`config.mk`:
```
export PLATFORM = sky130hd
export DESIGN_NAME = multicycle_control
export DESIGN_NICKNAME = d
export VERILOG_FILES = /design/src/rtl/mips_pkg.sv /design/src/rtl/alu_decoder.sv /design/src/rtl/multicycle_control.sv
export SDC_FILE = /design/constraint.sdc
export NUM_CORES = 1
export LEC_CHECK = 0
export CAP_MARGIN = 20
export CORE_MARGIN = 4
export CORE_UTILIZATION = 51
export DETAILED_ROUTE_END_ITERATION = 16
export GPL_ROUTABILITY_DRIVEN = 0
export PLACE_DENSITY = 0.92
export SLEW_MARGIN = 20
export SYNTH_ARGS = -nofsm -noshare
export SYNTH_HDL_FRONTEND = slang
export SYNTH_HIERARCHICAL = 1
export SYNTH_SLANG_ARGS = --single-unit
```
`constraint.sdc`:
```
create_clock -name clk -period 7.84 [get_ports clk]
set_input_delay 2.352 -clock clk [delete_from_list [all_inputs] [get_ports clk]]
set_output_delay 2.352 -clock clk [all_outputs]
set_load 0.01 [all_outputs]
```
`src/rtl/mips_pkg.sv`:
```
// Shared definitions for the multi-cycle MIPS control path: controller
// state encoding, opcode/funct constants, ALU operation codes (also used by
// the ALU) and the datapath mux select encodings.
package mips_pkg;

   typedef enum logic [3:0] {
      S_FETCH    = 4'd0,
      S_DECODE   = 4'd1,
      S_MEMADR   = 4'd2,
      S_MEMRD    = 4'd3,
      S_MEMWB    = 4'd4,
      S_MEMWR    = 4'd5,
      S_RTYPE_EX = 4'd6,
      S_RTYPE_WB = 4'd7,
      S_BEQ      = 4'd8,
      S_ADDI_EX  = 4'd9,
      S_ADDI_WB  = 4'd10,
      S_JUMP     = 4'd11
   } state_t;

   localparam logic [5:0] OP_RTYPE = 6'h00;
   localparam logic [5:0] OP_J     = 6'h02;
   localparam logic [5:0] OP_BEQ   = 6'h04;
   localparam logic [5:0] OP_ADDI  = 6'h08;
   localparam logic [5:0] OP_LW    = 6'h23;
   localparam logic [5:0] OP_SW    = 6'h2B;

   localparam logic [5:0] FN_SLL = 6'h00;
   localparam logic [5:0] FN_SRL = 6'h02;
   localparam logic [5:0] FN_ADD = 6'h20;
   localparam logic [5:0] FN_SUB = 6'h22;
   localparam logic [5:0] FN_AND = 6'h24;
   localparam logic [5:0] FN_OR  = 6'h25;
   localparam logic [5:0] FN_SLT = 6'h2A;

   localparam logic [2:0] ALU_ADD = 3'd0;
   localparam logic [2:0] ALU_SUB = 3'd1;
   localparam logic [2:0] ALU_AND = 3'd2;
   localparam logic [2:0] ALU_OR  = 3'd3;
   localparam logic [2:0] ALU_SLL = 3'd4;
   localparam logic [2:0] ALU_SRL = 3'd5;
   localparam logic [2:0] ALU_SLT = 3'd6;

   localparam logic [1:0] SRCA_PC = 2'b00;
   localparam logic [1:0] SRCA_A  = 2'b01;
   localparam logic [1:0] SRCA_B  = 2'b10;

   localparam logic [2:0] SRCB_B      = 3'b000;
   localparam logic [2:0] SRCB_4      = 3'b001;
   localparam logic [2:0] SRCB_IMM    = 3'b010;
   localparam logic [2:0] SRCB_IMM_SH = 3'b011;
   localparam logic [2:0] SRCB_SHAMT  = 3'b100;

   localparam logic [1:0] PCSRC_ALU    = 2'b00;
   localparam logic [1:0] PCSRC_ALUOUT = 2'b01;
   localparam logic [1:0] PCSRC_JUMP   = 2'b10;

endpackage

```
`src/rtl/alu_decoder.sv`:
```
// R-type funct decoder.
//   i_funct    : IR[5:0]
//   o_aluop    : ALU operation for this funct (add when not valid)
//   o_is_shift : sll/srl, which take rt and shamt as ALU operands
//   o_valid    : funct is one of the supported R-type operations
module alu_decoder
   import mips_pkg::*;
(
   input  logic [5:0] i_funct,
   output logic [2:0] o_aluop,
   output logic       o_is_shift,
   output logic       o_valid
);

   always_comb begin
      o_aluop    = ALU_ADD;
      o_is_shift = 1'b0;
      o_valid    = 1'b1;
      case (i_funct)
         FN_ADD:  o_aluop = ALU_ADD;
         FN_SUB:  o_aluop = ALU_SUB;
         FN_AND:  o_aluop = ALU_AND;
         FN_OR:   o_aluop = ALU_OR;
         FN_SLT:  o_aluop = ALU_SLT;
         FN_SLL:  begin o_aluop = ALU_SLL; o_is_shift = 1'b1; end
         FN_SRL:  begin o_aluop = ALU_SRL; o_is_shift = 1'b1; end
         default: o_valid = 1'b0;
      endcase
   end

endmodule

```
`src/rtl/multicycle_control.sv`:
```
// Multi-cycle MIPS control unit. Steps each instruction through its
// states and drives datapath selects/strobes plus the ALU operation.
//   clk, reset          : clock, async active-high reset
//   opcode, funct       : instruction register fields
//   zeroflag            : ALU equality flag, used only in BEQ
//   mem_ready           : memory access completes this cycle
//   aluop, alu_src_a/b, pc_src, iord, reg_dst, mem_to_reg : datapath selects
//   pc_en, ir_write, mem_read, mem_write, reg_write       : datapath strobes
//   illegal             : one-cycle pulse on an undecodable instruction
//   instr_count         : retired-instruction count (wraps)
//
// state      | meaning
// FETCH      | read instruction, PC+4 into PC when memory ready
// DECODE     | branch target into ALUOut, dispatch on opcode
// MEMADR     | effective address rs + imm
// MEMRD      | data read, wait for memory
// MEMWB      | load data into rt
// MEMWR      | data write, wait for memory
// RTYPE_EX   | R-type ALU operation
// RTYPE_WB   | ALU result into rd
// BEQ        | compare rs/rt, PC <- ALUOut when equal
// ADDI_EX    | rs + imm
// ADDI_WB    | ALU result into rt
// JUMP       | PC <- jump target
module multicycle_control
   import mips_pkg::*;
#(
   parameter int CNT_W = 32
) (
   input  logic             clk,
   input  logic             reset,
   input  logic [5:0]       opcode,
   input  logic [5:0]       funct,
   input  logic             zeroflag,
   input  logic             mem_ready,
   output logic [2:0]       aluop,
   output logic [1:0]       alu_src_a,
   output logic [2:0]       alu_src_b,
   output logic [1:0]       pc_src,
   output logic             pc_en,
   output logic             ir_write,
   output logic             mem_read,
   output logic             mem_write,
   output logic             iord,
   output logic             reg_write,
   output logic             reg_dst,
   output logic             mem_to_reg,
   output logic             illegal,
   output logic [CNT_W-1:0] instr_count
);

   state_t           r_state;
   state_t           w_next;
   logic             r_is_sw;
   logic [CNT_W-1:0] r_count;

   logic [2:0] w_fn_aluop;
   logic       w_fn_shift;
   logic       w_fn_valid;
   logic       w_op_valid;
   logic       w_retire;

   logic w_pc_en, w_ir_write, w_mem_read, w_mem_write, w_reg_write, w_illegal;

   alu_decoder u_alu_decoder (
      .i_funct    (funct),
      .o_aluop    (w_fn_aluop),
      .o_is_shift (w_fn_shift),
      .o_valid    (w_fn_valid)
   );

   always_comb begin
      case (opcode)
         OP_RTYPE:                          w_op_valid = w_fn_valid;
         OP_LW, OP_SW, OP_BEQ, OP_ADDI, OP_J: w_op_valid = 1'b1;
         default:                           w_op_valid = 1'b0;
      endcase
   end

   always_comb begin
      w_next = r_state;
      case (r_state)
         S_FETCH:    if (mem_ready) w_next = S_DECODE;
         S_DECODE: begin
            w_next = S_FETCH;
            if (w_op_valid) begin
               case (opcode)
                  OP_RTYPE:     w_next = S_RTYPE_EX;
                  OP_LW, OP_SW: w_next = S_MEMADR;
                  OP_BEQ:       w_next = S_BEQ;
                  OP_ADDI:      w_next = S_ADDI_EX;
                  default:      w_next = S_JUMP;
               endcase
            end
         end
         S_MEMADR:   w_next = r_is_sw ? S_MEMWR : S_MEMRD;
         S_MEMRD:    if (mem_ready) w_next = S_MEMWB;
         S_MEMWR:    if (mem_ready) w_next = S_FETCH;
         S_RTYPE_EX: w_next = S_RTYPE_WB;
         S_ADDI_EX:  w_next = S_ADDI_WB;
         default:    w_next = S_FETCH;
      endcase
   end

   // Every state that can fall back to FETCH except DECODE retires an
   // instruction; DECODE only returns to FETCH for illegal encodings.
   assign w_retire = (w_next == S_FETCH) && (r_state != S_FETCH) &&
                     (r_state != S_DECODE);

   always_ff @(posedge clk or posedge reset) begin
      if (reset) begin
         r_state <= S_FETCH;
         r_is_sw <= 1'b0;
         r_count <= '0;
      end else begin
         r_state <= w_next;
         // lw/sw choice is captured so MEMADR does not depend on opcode.
         if (r_state == S_DECODE) r_is_sw <= (opcode == OP_SW);
         if (w_retire) r_count <= r_count + CNT_W'(1);
      end
   end

   always_comb begin
      aluop       = ALU_ADD;
      alu_src_a   = SRCA_PC;
      alu_src_b   = SRCB_B;
      pc_src      = PCSRC_ALU;
      iord        = 1'b0;
      reg_dst     = 1'b0;
      mem_to_reg  = 1'b0;
      w_pc_en     = 1'b0;
      w_ir_write  = 1'b0;
      w_mem_read  = 1'b0;
      w_mem_write = 1'b0;
      w_reg_write = 1'b0;
      w_illegal   = 1'b0;
      case (r_state)
         S_FETCH: begin
            w_mem_read = 1'b1;
            alu_src_b  = SRCB_4;
            w_ir_write = mem_ready;
            w_pc_en    = mem_ready;
         end
         S_DECODE: begin
            alu_src_b = SRCB_IMM_SH;
            w_illegal = ~w_op_valid;
         end
         S_MEMADR, S_ADDI_EX: begin
            alu_src_a = SRCA_A;
            alu_src_b = SRCB_IMM;
         end
         S_MEMRD: begin
            w_mem_read = 1'b1;
            iord       = 1'b1;
         end
         S_MEMWB: begin
            w_reg_write = 1'b1;
            mem_to_reg  = 1'b1;
         end
         S_MEMWR: begin
            w_mem_write = 1'b1;
            iord        = 1'b1;
         end
         S_RTYPE_EX: begin
            aluop     = w_fn_aluop;
            alu_src_a = w_fn_shift ? SRCA_B : SRCA_A;
            alu_src_b = w_fn_shift ? SRCB_SHAMT : SRCB_B;
         end
         S_RTYPE_WB: begin
            w_reg_write = 1'b1;
            reg_dst     = 1'b1;
         end
         S_BEQ: begin
            aluop     = ALU_SUB;
            alu_src_a = SRCA_A;
            pc_src    = PCSRC_ALUOUT;
            w_pc_en   = zeroflag;
         end
         S_ADDI_WB:  w_reg_write = 1'b1;
         S_JUMP: begin
            pc_src  = PCSRC_JUMP;
            w_pc_en = 1'b1;
         end
         default: ;
      endcase
   end

   // Strobes are gated by reset directly so they drop without waiting a clock.
   assign pc_en       = w_pc_en     & ~reset;
   assign ir_write    = w_ir_write  & ~reset;
   assign mem_read    = w_mem_read  & ~reset;
   assign mem_write   = w_mem_write & ~reset;
   assign reg_write   = w_reg_write & ~reset;
   assign illegal     = w_illegal   & ~reset;
   assign instr_count = r_count;

endmodule
```
### Word level (Yosys, flattened, before mapping)

Index checks and enable logic that the tools add are counted.

| word-level totals | value |
|---|---|
| memory bits (writable) | 0 |
| memories kept | 0 |
| bits in read-only memories | 0 |
| output and inout bits | 51 |
| word-level logic and storage cells | 77 |
| bits in registers | 37 |
| bits in latches | 0 |
| input port bits | 16 |

| cells by class | value |
|---|---|
| shift operators | 0 |
| magnitude comparators | 0 |
| mux-type cells | 26 |
| bitwise operators | 8 |
| reduce and logical (&&, ||, !) cells | 16 |
| div/mod/pow operators | 0 |
| equal/unequal tests | 23 |
| multipliers | 0 |
| $add $sub $neg | 1 |

Operators with widths:

| cell | count |
|---|---|
| 6-bit == test, second input constant | 7 |
| 32-bit by 1-bit adder with 32-bit output, second input constant | 1 |
| 4-bit one-hot mux with 7 select lines | 1 |
| 3-bit one-hot mux with 6 select lines | 1 |
| 4-bit by 3-bit == test with 1-bit output, second input constant | 4 |
| 4-bit == test, second input constant | 4 |
| 4-bit 2-to-1 mux | 4 |
| 4-bit one-hot mux with 4 select lines | 1 |
| 6-bit by 2-bit == test with 1-bit output, second input constant | 2 |
| 6-bit logical NOT | 2 |
| 3-bit one-hot mux with 4 select lines | 1 |
| 1-bit 2-to-1 mux | 10 |
| 2-bit OR reduction | 5 |
| 4-bit by 2-bit == test with 1-bit output, second input constant | 2 |
| 4-bit logical NOT | 2 |
| 2-bit one-hot mux with 2 select lines | 2 |
| 7-bit OR reduction | 1 |
| 1-bit bitwise AND | 6 |
| 6-bit by 3-bit == test with 1-bit output, second input constant | 1 |
| 6-bit by 4-bit == test with 1-bit output, second input constant | 1 |
| 3-bit 2-to-1 mux | 2 |
| 3-bit one-hot mux with 2 select lines | 1 |
| 3-bit OR reduction | 2 |
| 5-bit OR reduction | 1 |
| other kinds (8) | 10 |

### Logic depth before layout (Yosys ltp)

Gate-level depths: netlist (run 1).

| logic depth | value |
|---|---|
| word-level depth | 9 |
| depth in mapped cells | 7 |
| mapped depth without buffers | 5 |

### Hierarchy

Netlist (run 1), hierarchy kept.

Modules (own cells, without submodules):

| module | area each (sq um) | seq. area each (sq um) | instances | cells each |
|---|---|---|---|---|
| multicycle_control | 2072.0 | 925.9 | 1 | 216 |
| alu_decoder | 117.6 | 0.0 | 1 | 16 |

### Worst setup path after synthesis (run 1)

OpenSTA, ideal clock, no wires.

| timing | value |
|---|---|
| kind | input-to-output |
| start point | in opcode[1] |
| end point | out illegal |
| required time | 5.488 ns |
| path buffers | 0 |
| data arrival time | 3.468 ns |
| setup slack | 2.020 ns |
| stages on the path | 3 |
| path through | or4_1 > a221oi_1 > nor4_1 |

| on the way | value |
|---|---|
| word-level cells in the longest chain between the ends | 6 |
| elaborated cells between the ends (all ways) | 11 |
| those cells by class | eq/ne (5); mux (2); bitwise (2); reduce/logical (2) |

RTL lines:

| element | line | source |
|---|---|---|
| start, declared | multicycle_control.sv:32 | `input logic [5:0] opcode,` |
| 6-bit == test (tied with other cells) | multicycle_control.sv:73 | `case (opcode)` |
| 5-bit OR reduction | multicycle_control.sv:73 |  |
| 1-bit one-hot mux with 2 select lines (*) | multicycle_control.sv:73 |  |
| 1-bit inverter (*) | multicycle_control.sv:146 | `w_illegal = ~w_op_valid;` |
| 1-bit 2-to-1 mux (*) | multicycle_control.sv:137 | `case (r_state)` |
| 1-bit bitwise AND (*) | multicycle_control.sv:194 | `assign illegal = w_illegal & ~reset;` |
| end, declared | multicycle_control.sv:48 | `output logic illegal,` |

Mark *: on every way between the ends. The rest lies on a longest branch, timed or not.

### Worst setup path in the final report (run 1)

Ends and elaborated chain as after synthesis.

==> impl_metrics.prom, run 1 <==
# TYPE chip_impl_metric gauge
chip_impl_metric{name="initial_standard_cell_utilization_of_the_core",unit="%"} 53.6
chip_impl_metric{name="timing.final.crit_period",unit="ps"} 6910
chip_impl_metric{name="hold_path_depth",unit=""} 1
chip_impl_info{name="clock-root-buffer",value="sky130_fd_sc_hd__clkbuf_8"} 1
chip_impl_info{name="yosys.area.top_type",value="sky130_fd_sc_hd__dfrtp_1"} 1
chip_impl_metric{name="drc_errors",unit=""} 0
chip_impl_info{name="ys_flop_type",value="sky130_fd_sc_hd__dfrtp_1"} 1
chip_impl_metric{name="power_frac_seq",unit="%"} 39.8
chip_impl_metric{name="postSynth.asyncResetShare",unit="%"} 100
chip_impl_metric{name="detailroute.via_count",unit=""} 1992
chip_impl_info{name="crit_top_cell",value="sky130_fd_sc_hd__clkdlybuf4s50_1"} 1
chip_impl_metric{name="crit_path_max_cell_delay",unit="ps"} 580
chip_impl_metric{name="rrSetupSlack",unit="ps"} 5410
chip_impl_metric{name="r2r.worst_path.cells",unit=""} 5
chip_impl_metric{name="i_o_pin_count",unit=""} 67
chip_impl_metric{name="finalClockSkew",unit="ps"} 5.91
chip_impl_metric{name="worstMarginPinSlew",unit="ps"} 958
chip_impl_metric{name="achievable-frequency",unit="MHz"} 145
chip_impl_metric{name="drt_iter0_markers",unit=""} 172
chip_impl_metric{name="timing.slew.headroom",unit="%"} 35.6
chip_impl_metric{name="grt_first_pass_wirelength",unit="um"} 8890
chip_impl_metric{name="power-per-cell-area",unit="nW/um^2"} 211
chip_impl_metric{name="synthesis.yosys.warnings",unit=""} 6
chip_impl_metric{name="fin_util",unit="%"} 73.6
chip_impl_metric{name="clkLatencyLatePin",unit="ps"} 280
chip_impl_metric{name="drive_above_1_share",unit="%"} 7.33
chip_impl_metric{name="maxSlewViolCount",unit=""} 0
chip_impl_info{name="crit-reg2reg-capture",value="instr_count[29]"} 1
chip_impl_metric{name="worstPathMaxFanout",unit=""} 6
chip_impl_metric{name="synth_top_area_share",unit="%"} 42.3
chip_impl_metric{name="synth_area",unit="um^2"} 2190
chip_impl_metric{name="peakVddDrop",unit="V"} 0.000112
chip_impl_metric{name="die_h",unit="um"} 73.5
chip_impl_metric{name="syn_nets",unit=""} 249
chip_impl_info{name="min_to",value="instr_count[31]"} 1
chip_impl_info{name="crit_path_cell_trace",value="clkdlybuf4s50_1 -> or4_1 -> a221oi_1 -> nor4_1 -> clkdlybuf4s50_1"} 1
chip_impl_metric{name="initial_drt_pass_iterations",unit=""} 4
chip_impl_metric{name="final-hold-violation-count",unit=""} 0
chip_impl_info{name="yosys-top-cells-count",value="sky130_fd_sc_hd__dfrtp_1 (37), sky130_fd_sc_hd__xnor2_1 (27), sky130_fd_sc_hd__nand2_1 (21), sky130_fd_sc_hd__nand3_1 (15), sky130_fd_sc_hd__nor3_1 (14)"} 1
chip_impl_metric{name="seq_area",unit="um^2"} 926
chip_impl_metric{name="cts-htree-levels",unit=""} 2
chip_impl_metric{name="share_of_power_burned_in_the_clock_network",unit="%"} 26.8
chip_impl_metric{name="crit_arrival",unit="ps"} 4560
chip_impl_info{name="min-delay-path-class",value="register to register"} 1
chip_impl_info{name="startpoint",value="opcode[1]"} 1
chip_impl_info{name="run_status",value="finished, final reports clean"} 1
chip_impl_info{name="top_post_synthesis_cells_by_area",value="sky130_fd_sc_hd__dfrtp_1 (42%), sky130_fd_sc_hd__xnor2_1 (11%), sky130_fd_sc_hd__nand2_1 (3.6%)"} 1
chip_impl_metric{name="final_nets",unit=""} 316
chip_impl_metric{name="layout.filler_cells",unit=""} 314
chip_impl_metric{name="number_of_standard_cell_rows_in_the_floorplan",unit=""} 23
chip_impl_metric{name="power_leakage",unit="nW"} 1.13
chip_impl_metric{name="ant_nets",unit=""} 0
chip_impl_metric{name="route.final.wire_length",unit="um"} 5370
chip_impl_metric{name="post_cts_resize_count",unit=""} 0
chip_impl_metric{name="synth_cell_types",unit=""} 46
chip_impl_metric{name="syn-instance-count",unit=""} 232
chip_impl_metric{name="fin_crit_sh",unit="%"} 88.2
chip_impl_metric{name="synthToLayoutAreaGrowth",unit="%"} 37.4
chip_impl_info{name="category_of_the_critical_setup_timing_path",value="primary input to output port"} 1
chip_impl_info{name="post-synth-top-count-cell",value="sky130_fd_sc_hd__dfrtp_1"} 1
chip_impl_metric{name="clkSinkCount",unit=""} 37
chip_impl_metric{name="post_drt_wl_per_cell",unit="um"} 15.4
chip_impl_metric{name="final-setup-viol-count",unit=""} 0
chip_impl_metric{name="core_area",unit="um^2"} 4090
chip_impl_metric{name="cp.required",unit="ps"} 5490
chip_impl_metric{name="timing.setup.tns",unit="ps"} 0
chip_impl_metric{name="share_comb_of_total_power",unit="%"} 33.4
chip_impl_metric{name="via_count_of_the_first_global_routing_pass",unit=""} 1906
chip_impl_metric{name="yosysSeqAreaShare",unit="%"} 42.3
chip_impl_metric{name="post_drt_via_cell_ratio",unit=""} 5.69
chip_impl_info{name="slowest_stage",value="sky130_fd_sc_hd__or4_1"} 1
chip_impl_metric{name="power.share.switching",unit="%"} 33.3
chip_impl_metric{name="finalPower",unit="mW"} 0.636
chip_impl_metric{name="largest_net_degree_at_the_start_of_global_routing",unit=""} 38
chip_impl_metric{name="p_int",unit="mW"} 0.424
chip_impl_info{name="clock_tree_from_tritoncts",value="done"} 1
chip_impl_metric{name="cts-root-to-sink-buffers",unit=""} 2
chip_impl_metric{name="cts.hold.buffers_added",unit=""} 0
chip_impl_info{name="r2r-start",value="r_state[1]"} 1
chip_impl_metric{name="postSynthRegisterBits",unit=""} 37
chip_impl_metric{name="synth_area_per_cell",unit="um^2"} 9.44
chip_impl_info{name="rsz0062_at_grt",value="false"} 1
chip_impl_metric{name="die_width",unit="um"} 73.5
chip_impl_metric{name="multi_input_area",unit="um^2"} 1220
chip_impl_metric{name="p_switching",unit="mW"} 0.211
chip_impl_metric{name="dpl.hpwl",unit="um"} 3870
chip_impl_metric{name="worst_setup_hold_path_clk_slew",unit="ps"} 70
chip_impl_metric{name="synth_enable_flop_cells",unit=""} 0
chip_impl_metric{name="post_cts_setup_buffer_count",unit=""} 0
chip_impl_metric{name="maxCapViolations",unit=""} 0
chip_impl_metric{name="die-area",unit="um^2"} 5410
chip_impl_metric{name="buffer_ports.inserted",unit=""} 66
chip_impl_info{name="worst_setup_path_end_kind",value="output port"} 1
chip_impl_info{name="worst_hold_start",value="instr_count[31]"} 1
chip_impl_metric{name="antenna_found_initial",unit=""} 0
chip_impl_metric{name="grt_usage",unit="%"} 21.0
chip_impl_info{name="setup.worst_path.start_class",value="primary input"} 1
chip_impl_metric{name="overflow",unit=""} 0
chip_impl_metric{name="num_antenna_cells",unit=""} 0
chip_impl_metric{name="cts_made_buffers",unit=""} 5
## flip-flops by register name, indices dropped and copies added, names as in the netlist
| signal | count |
|---|---|
| r_is_sw | 1 |
| r_state | 4 |
| instr_count | 32 |
## placed cells by master, fill, tap and decap left out, types with 5 or more instances in the layout
cell type and instances:
sky130_fd_sc_hd__a21oi_1 11, sky130_fd_sc_hd__and3_1 7, sky130_fd_sc_hd__and4_1 5, sky130_fd_sc_hd__clkbuf_8 6, sky130_fd_sc_hd__clkdlybuf4s50_1 66, sky130_fd_sc_hd__dfrtp_1 37, sky130_fd_sc_hd__nand2_1 21, sky130_fd_sc_hd__nand2b_1 6
sky130_fd_sc_hd__nand3_1 15, sky130_fd_sc_hd__nand4_1 12, sky130_fd_sc_hd__nor2_1 13, sky130_fd_sc_hd__nor3_1 14, sky130_fd_sc_hd__o21ai_0 5, sky130_fd_sc_hd__xnor2_1 27, sky130_fd_sc_hd__xor2_1 5
## critical path, delay by kind of cell
family | cells | cell delay [ps]
buf+inv | 2 | 1000
compound gates | 1 | 530
simple gates | 2 | 690
## power by group through the flow
stage                     registers [mW]  logic (mW)  clock network [mW]
after floorplan                    0.237       0.135                   0
after global placement             0.254       0.205                   0
after detailed placement           0.255       0.212                   0
after CTS                          0.252       0.213               0.173
after global routing               0.259       0.231               0.181
final                              0.253       0.212               0.170
## metrics by stage
step | worst slack, ps | hold slack, ps | std cells | instance area [um^2]
global placement | 990 | 467 | 342 | 2890
floorplan | 2020 | 459 | 232 | 2190
global route | 824 | 518 | 350 | 3010
CTS | 921 | 497 | 350 | 3010
finish | 926 | 487 | 350 | 3010
detailed placement | 920 | 483 | 342 | 2890
## layer usage
metal	global-route usage [%]	vias up	routed length, um
met5	0	-	0
met4	5.63	0	46
met2	31.7	49	2560
met1	30.5	953	2520
met3	4.51	5	247
li1	-	985	-
## logic make-up after synthesis
family,count (synthesis),synth area share [%]
fa+ha+maj,1,0.571
simple gates,119,31.3
mux,4,1.94
compound gates,29,8.57
flops,37,42.3
xor+xnor,33,13.5
buf+inv,9,1.83
## how the worst max path moves through the flow
stage,cells past startpoint,slack (ps),endpoint
2_1_floorplan,3,2020,illegal
3_3_place_gp,5,990,illegal
3_5_place_dp,5,920,illegal
4_1_cts,5,920,illegal
5_1_grt,5,820,illegal
6_report,5,930,illegal
## final cells by class
cell class                      instances  area share [%]
Clock inverter                          2            1.25
Clock buffer                            6            2.75
Inverter                                2           0.250
Timing Repair Buffer                   67            22.2
Tap cell                               50            2.08
Sequential cell                        37            30.8
Multi-Input combinational cell        186            40.7
No activity file was read; power rests on OpenSTA's default activity.
==> run 2: changes to the inputs <==
--- a/config.mk
+++ b/config.mk
@@ -5,9 +5,10 @@
 export SDC_FILE = /design/constraint.sdc
 export NUM_CORES = 1
 export LEC_CHECK = 0
+export ABC_AREA = 1
 export CAP_MARGIN = 20
 export CORE_MARGIN = 4
-export CORE_UTILIZATION = 51
+export CORE_UTILIZATION = 54
 export DETAILED_ROUTE_END_ITERATION = 16
 export GPL_ROUTABILITY_DRIVEN = 0
 export PLACE_DENSITY = 0.92
==> run 2 against run 1 <==
Synthesized cell count grew 93%; sequential power shrank 12%; worst hold slack gained 40 ps; combinational power grew 17%; die area grew 19%; critical endpoint unchanged.
==> impl_metrics.prom, run 2 <==
# TYPE chip_impl_metric gauge
chip_impl_metric{name="via_count_of_the_first_global_routing_pass",unit=""} 2912
chip_impl_metric{name="detailroute.via_count",unit=""} 3088
chip_impl_info{name="crit_path_cell_trace",value="clkdlybuf4s50_1 -> inv_1 -> nand3_1 -> nor2_1 -> nor2_2 -> nand3_2 -> nand4_1 -> nand3_1 -> nor3_1 -> clkdlybuf4s50_1"} 1
chip_impl_metric{name="power.share.switching",unit="%"} 40.1
chip_impl_metric{name="timing.slew.headroom",unit="%"} 46.7
chip_impl_metric{name="clkLatencyLatePin",unit="ps"} 300
chip_impl_info{name="min-delay-path-class",value="register to register"} 1
chip_impl_metric{name="synth_top_area_share",unit="%"} 33.0
chip_impl_metric{name="cts.hold.buffers_added",unit=""} 0
chip_impl_metric{name="final_nets",unit=""} 529
chip_impl_metric{name="post_cts_setup_buffer_count",unit=""} 0
chip_impl_info{name="yosys-top-cells-count",value="sky130_fd_sc_hd__nand2_1 (161), sky130_fd_sc_hd__nor2_1 (73), sky130_fd_sc_hd__inv_1 (45), sky130_fd_sc_hd__dfrtp_1 (37), sky130_fd_sc_hd__o21ai_0 (31)"} 1
chip_impl_info{name="run_status",value="finished, final reports clean"} 1
chip_impl_metric{name="synth_area_per_cell",unit="um^2"} 6.28
chip_impl_metric{name="drive_above_1_share",unit="%"} 5.26
chip_impl_metric{name="power_leakage",unit="nW"} 1.75
chip_impl_metric{name="maxCapViolations",unit=""} 0
chip_impl_metric{name="grt_first_pass_wirelength",unit="um"} 12900
chip_impl_metric{name="syn-instance-count",unit=""} 447
chip_impl_metric{name="maxSlewViolCount",unit=""} 0
chip_impl_info{name="yosys.area.top_type",value="sky130_fd_sc_hd__dfrtp_1"} 1
chip_impl_metric{name="p_switching",unit="mW"} 0.249
chip_impl_metric{name="drt_iter0_markers",unit=""} 195
chip_impl_metric{name="synthToLayoutAreaGrowth",unit="%"} 28.4
chip_impl_info{name="worst_setup_path_end_kind",value="output port"} 1
chip_impl_info{name="post-synth-top-count-cell",value="sky130_fd_sc_hd__nand2_1"} 1
chip_impl_metric{name="placedInstanceArea",unit="um^2"} 3500
chip_impl_metric{name="fin_area",unit="um^2"} 3600
chip_impl_metric{name="syn_nets",unit=""} 464
chip_impl_metric{name="route.final.wire_length",unit="um"} 7530
chip_impl_metric{name="synth_area",unit="um^2"} 2810
chip_impl_metric{name="final-setup-viol-count",unit=""} 0
chip_impl_metric{name="final-hold-violation-count",unit=""} 0
chip_impl_info{name="clock-root-buffer",value="sky130_fd_sc_hd__clkbuf_8"} 1
chip_impl_metric{name="die-area",unit="um^2"} 6420
chip_impl_metric{name="worstPathMaxFanout",unit=""} 3
chip_impl_metric{name="initial_drt_pass_iterations",unit=""} 4
chip_impl_metric{name="overflow",unit=""} 0
chip_impl_metric{name="synth_cell_types",unit=""} 28
chip_impl_metric{name="number_of_standard_cell_rows_in_the_floorplan",unit=""} 25
chip_impl_info{name="clock_tree_from_tritoncts",value="done"} 1
chip_impl_info{name="final_cell_mix",value="sky130_fd_sc_hd__nand2_1 (161), sky130_fd_sc_hd__nor2_1 (73), sky130_fd_sc_hd__clkdlybuf4s50_1 (66)"} 1
chip_impl_metric{name="crit_path_max_cell_delay",unit="ps"} 570
chip_impl_metric{name="synth_enable_flop_cells",unit=""} 0
chip_impl_info{name="ys_flop_type",value="sky130_fd_sc_hd__dfrtp_1"} 1
chip_impl_metric{name="grt_usage",unit="%"} 25.3
chip_impl_metric{name="cts_made_buffers",unit=""} 5
chip_impl_metric{name="power_frac_seq",unit="%"} 35.8
chip_impl_metric{name="buffer_ports.inserted",unit=""} 66
chip_impl_metric{name="i_o_pin_count",unit=""} 67
chip_impl_metric{name="worst_setup_hold_path_clk_slew",unit="ps"} 70
chip_impl_info{name="layout.cells.most_common",value="sky130_fd_sc_hd__nand2_1"} 1
chip_impl_metric{name="cp.required",unit="ps"} 5490
chip_impl_metric{name="power-per-cell-area",unit="nW/um^2"} 173
chip_impl_metric{name="post_cts_resize_count",unit=""} 0
chip_impl_info{name="rsz0062_at_grt",value="false"} 1
chip_impl_metric{name="initial_standard_cell_utilization_of_the_core",unit="%"} 57.5
chip_impl_metric{name="clkSinkCount",unit=""} 37
chip_impl_metric{name="postSynthRegisterBits",unit=""} 37
chip_impl_metric{name="post_drt_wl_per_cell",unit="um"} 13.0
chip_impl_metric{name="num_antenna_cells",unit=""} 0
chip_impl_metric{name="largest_net_degree_at_the_start_of_global_routing",unit=""} 35
chip_impl_metric{name="share_comb_of_total_power",unit="%"} 39.9
chip_impl_metric{name="p_int",unit="mW"} 0.372
chip_impl_metric{name="ant_nets",unit=""} 0
chip_impl_metric{name="timing.final.crit_period",unit="ps"} 6610
chip_impl_metric{name="cts-root-to-sink-buffers",unit=""} 2
chip_impl_metric{name="synthesis.yosys.warnings",unit=""} 6
chip_impl_metric{name="core_area",unit="um^2"} 4880
chip_impl_metric{name="fin_crit_sh",unit="%"} 84.4
chip_impl_metric{name="share_of_power_burned_in_the_clock_network",unit="%"} 24.3
chip_impl_metric{name="yosysSeqAreaShare",unit="%"} 33.0
chip_impl_metric{name="largest_register_ffs",unit=""} 32
chip_impl_metric{name="dpl.hpwl",unit="um"} 5770
chip_impl_metric{name="postSynth.asyncResetShare",unit="%"} 100
chip_impl_metric{name="crit_arrival",unit="ps"} 4260
chip_impl_info{name="slowest_stage",value="sky130_fd_sc_hd__clkdlybuf4s50_1"} 1
chip_impl_info{name="category_of_the_critical_setup_timing_path",value="primary input to output port"} 1
chip_impl_info{name="setup.worst_path.start_class",value="primary input"} 1
chip_impl_metric{name="die_h",unit="um"} 80.1
chip_impl_metric{name="worstMarginPinSlew",unit="ps"} 797
chip_impl_metric{name="peakVddDrop",unit="V"} 0.000178
chip_impl_metric{name="cts-htree-levels",unit=""} 2
chip_impl_metric{name="finalClockSkew",unit="ps"} 9.80
chip_impl_metric{name="drc_errors",unit=""} 0
chip_impl_metric{name="die_width",unit="um"} 80.1
chip_impl_metric{name="antenna_found_initial",unit=""} 0
chip_impl_metric{name="post_drt_via_cell_ratio",unit=""} 5.32
chip_impl_metric{name="timing.setup.tns",unit="ps"} 0
chip_impl_info{name="top_post_synthesis_cells_by_area",value="sky130_fd_sc_hd__dfrtp_1 (33%), sky130_fd_sc_hd__nand2_1 (22%), sky130_fd_sc_hd__nor2_1 (9.8%)"} 1
chip_impl_metric{name="achievable-frequency",unit="MHz"} 151
==> run 2: cell count changes in the layout (fill, tap and decap cells not counted), sizes merged, moves of 5 or more <==
cell,delta
o21ai,+33
nor2,+67
xor2,+12
inv,+47
nand2,+144
nand4,-7
xnor2,-18
a21oi,-10
and3,-7
nor4,-7
nand2b,-6
and4,-5
==> run 2: kinds of logic after synthesis <==
logic type	after synthesis	synth area share [%]
fa+ha+maj	1	0.446
flops	37	33.0
compound gates	43	8.02
xor+xnor	27	8.42
buf+inv	57	8.56
simple gates	282	41.6
==> run 2: cell type report <==
type,instances,area (um^2)
multi-input cells,353,1640
fillers,417,1270
flip-flops and latches,37,926
repair buffers,67,668
inverters,48,180
clock buffers,7,96.3
well taps,67,83.8
clock inverters,1,8.76
==> run 2: worst paths after layout <==
path                       depth (start not counted)  slack (ps)  startpoint         endpoint
max                                               10        1230    funct[4]          illegal
min                                                2         530     r_is_sw          r_is_sw
max reg2reg                                        9        5120  r_state[2]  instr_count[12]
min reg2reg                                        2         530     r_is_sw          r_is_sw
max in group asynchronous                          3        4490       reset   instr_count[0]
min in group asynchronous                          2        2610       reset  instr_count[12]
==> run 2: worst max-delay path: cells and delay by family <==
kind | cells | cell delay, ps
buf+inv | 3 | 1170
simple gates | 7 | 740
==> run 2: power by group through the flow <==
| stage | Clock (mW) | Sequential [mW] | Combinational (mW) |
|---|---|---|---|
| final | 0.151 | 0.223 | 0.248 |
| after global routing | 0.161 | 0.225 | 0.277 |
| after CTS | 0.152 | 0.223 | 0.249 |
| after detailed placement | 0 | 0.226 | 0.248 |
| after global placement | 0 | 0.226 | 0.242 |
| after floorplan | 0 | 0.226 | 0.169 |
==> run 2: metrics by stage <==
| step | std cells | setup WS [ps] | total power [mW] | hold WS (ps) | utilization (%) |
|---|---|---|---|---|---|
| floorplan | 447 | 2000 | 0.395 | 475 | - |
| finish | 580 | 1230 | 0.622 | 527 | 73.9 |
| global placement | 572 | 1240 | 0.468 | 513 | 71.7 |
| global route | 580 | 1000 | 0.663 | 593 | 73.9 |
| CTS | 580 | 1180 | 0.624 | 525 | 73.9 |
| detailed placement | 572 | 1180 | 0.474 | 506 | 71.7 |
==> run 2: metal layers <==
layer / track usage, % / up-vias / wire, um
met5: 0 / - / 0
met4: 11.0 / 0 / 243
met3: 4.60 / 27 / 530
met2: 41.7 / 126 / 3550
met1: 32.3 / 1416 / 3200
li1: - / 1519 / -
==> RTL edit, RTL diff (config.mk and constraints of run 2) <==
Make the reset (`reset`) synchronous in one clocked block. Comments in the files are not updated.
--- a/src/rtl/multicycle_control.sv
+++ b/src/rtl/multicycle_control.sv
@@ -108,5 +108,5 @@
                      (r_state != S_DECODE);
 
-   always_ff @(posedge clk or posedge reset) begin
+   always_ff @(posedge clk) begin
       if (reset) begin
          r_state <= S_FETCH;
Behaviour: differs if reset is asserted again (counterexample within 4 cycles, from zero or initial values and one cycle with reset high); with reset held inactive, the same outputs for 10 cycles.
==> RTL edit against run 2 <==
  * Maximum frequency down 0.93%
  * Worst setup slack got worse by 0.062 ns
  * Sequential cell count unchanged
  * Register-to-register slack better by 0.15 ns
  * Synthesized area grew 4.7%
  * Highest routed layer unchanged
  * Die area grew 4.3%
  * Design area grew 1.9%
  * First-iteration DRC count up 55%
  * Routed wire length rose by 11%
  * Critical endpoint is now reg_write
  * Utilization down 3.3 points
Power is not compared: it rests on default switching activity, and its combinational part moved more than twofold at a synthesized area within 25%.
==> RTL edit: results (changes against run 2) <==
metric;value;unit;change
cell count after placement;619;;was 572
Main synth FF type;dfxtp_1;;was dfrtp_1
post-place instance area;3588;µm²;was 3500 µm²
asr flop ratio synth;0;%;was 100.0%
list of most frequent post-synthesis cells;nand2_1 (159), nor2_1 (86), inv_1 (51);;was nand2_1 (161), nor2_1 (73), inv_1 (45)
final WL;8.381;mm;was 7.530 mm
Clock Path Buffers;2;;unchanged
mean area per synthesized cell;5.916;µm²;was 6.281 µm²
Clock Tree Root;clkbuf_8;;unchanged
H-tree depth;2;;unchanged
Worst Hold End;instr_count[29]$_SDFFE_PP0P_;;was r_is_sw$_DFFE_PP0P_
met1 WL;3.556;mm;was 3.200 mm
drt pass-1 iters;5;;was 4
Layout Cells excl Fill;626;;was 580
Seq power;0.000191;W;
Worst slew margin;40.52;%;was 46.75%
nets;573;;was 529
internal reg-to-reg setup slack;5.27;ns;was 5.12 ns
antenna violations before repair;0;;unchanged
met3 wire len;692;µm;was 530 µm
met2 wire len;3.936;mm;was 3.554 mm
min-delay src;instr_count[29]$_SDFFE_PP0P_;;was r_is_sw$_DFFE_PP0P_
max FFs per register;32;;unchanged
top sig layer;met4;;unchanged
crit-path max FO;23;;was 3
Synth Net Count;514;;was 464
proportion of layout cells with a drive suffix above 1;5.935;%;was 5.263%
first-pass GRT wire length;14.21;mm;was 12.86 mm
sequential area share after synthesis;25.19;%;was 32.98%
pin count of the biggest net entering global routing;34;;was 35
VDD IR-drop max;0.00007695;V;
status;completed;;unchanged
antenna cells;0;;unchanged
Clk pwr share;36.4;%;
Total GRT Usage;26.56;%;was 25.27%
Area contributors post-synth;dfxtp_1 (25%), nand2_1 (20%), nor2_1 (11%);;was dfrtp_1 (33%), nand2_1 (22%), nor2_1 (9.8%)
HPWL after DPL;6.153;mm;was 5.774 mm
synth unique cells;29;;was 28
initial DRC count;302;;was 195
worst hold slack;0.4972;ns;was 0.5268 ns
clock slew at reported path FFs;0.07;ns;about the same
P per Cell Area;101.1;nW/µm²;
yosys warns;6;;unchanged
leak pwr;1.455;nW;
worst r2r src;r_state[3]$_SDFF_PP0_;;was r_state[2]$_DFF_PP0_
internal power;0.0002772;W;
min-delay worst type;flip-flop to flip-flop;;unchanged
Max Clock Skew;0.004290;ns;was 0.009802 ns
post_cts resized;0;;unchanged
reg2reg end;instr_count[20]$_SDFFE_PP0P_;;was instr_count[12]$_DFFE_PP0P_
vias in the first global route;3210;;was 2912
Worst R2R Path Depth;9;;unchanged
vias per cell;5.551;;was 5.324
RTL edit: metrics by stage:
stage	util, %	worst slack (ns)
after global placement	68.94	1.239
final	70.60	1.165
after floorplan	-	2.308
after detailed placement	68.94	1.183
after CTS	70.60	1.184
after global routing	70.60	1.013
RTL edit: critical path: stages:
cell and delay (ns):
clkdlybuf4s50_1 1.05, inv_1 0.24, o21ai_0 0.15, inv_1 0.06, clkdlybuf4s50_1 0.47
RTL edit: how the worst max path moves through the flow:
stage	from	endpoint	slack, ns
detailed placement	funct[4]	illegal	1.18
global route	reset	reg_write	1.01
floorplan	funct[4]	illegal	2.31
global placement	reset	pc_en	1.24
CTS	funct[4]	illegal	1.18
finish	reset	reg_write	1.16
RTL edit: layout make-up:
| cell class | instances | area, µm² |
|---|---|---|
| Multi-Input combinational cell | 389 | 1878 |
| Fill cell | 449 | 1530 |
| Sequential cell | 37 | 740.7 |
| Timing Repair Buffer | 68 | 675.6 |
| Inverter | 55 | 206.4 |
| Tap cell | 70 | 87.58 |
| Clock buffer | 7 | 86.33 |
RTL edit: cell families (layout without fill, tap and decap cells):
group	after synthesis	in the layout	synth area share, %
DFF	37	37	25.19
adders and majority gates	1	1	0.4255
AOI/OAI and AO/OA	46	46	8.681
buffers and inverters	71	130	10.94
and+or+nand+nor	327	327	50.30
xor gates and xnor gates	15	15	4.468
RTL edit: layer usage:
layer,vias to the layer above,GRT usage [%]
li1,1707,-
met1,1562,34.81
met2,185,42.73
met3,21,5.044
met4,0,10.80
met5,-,0
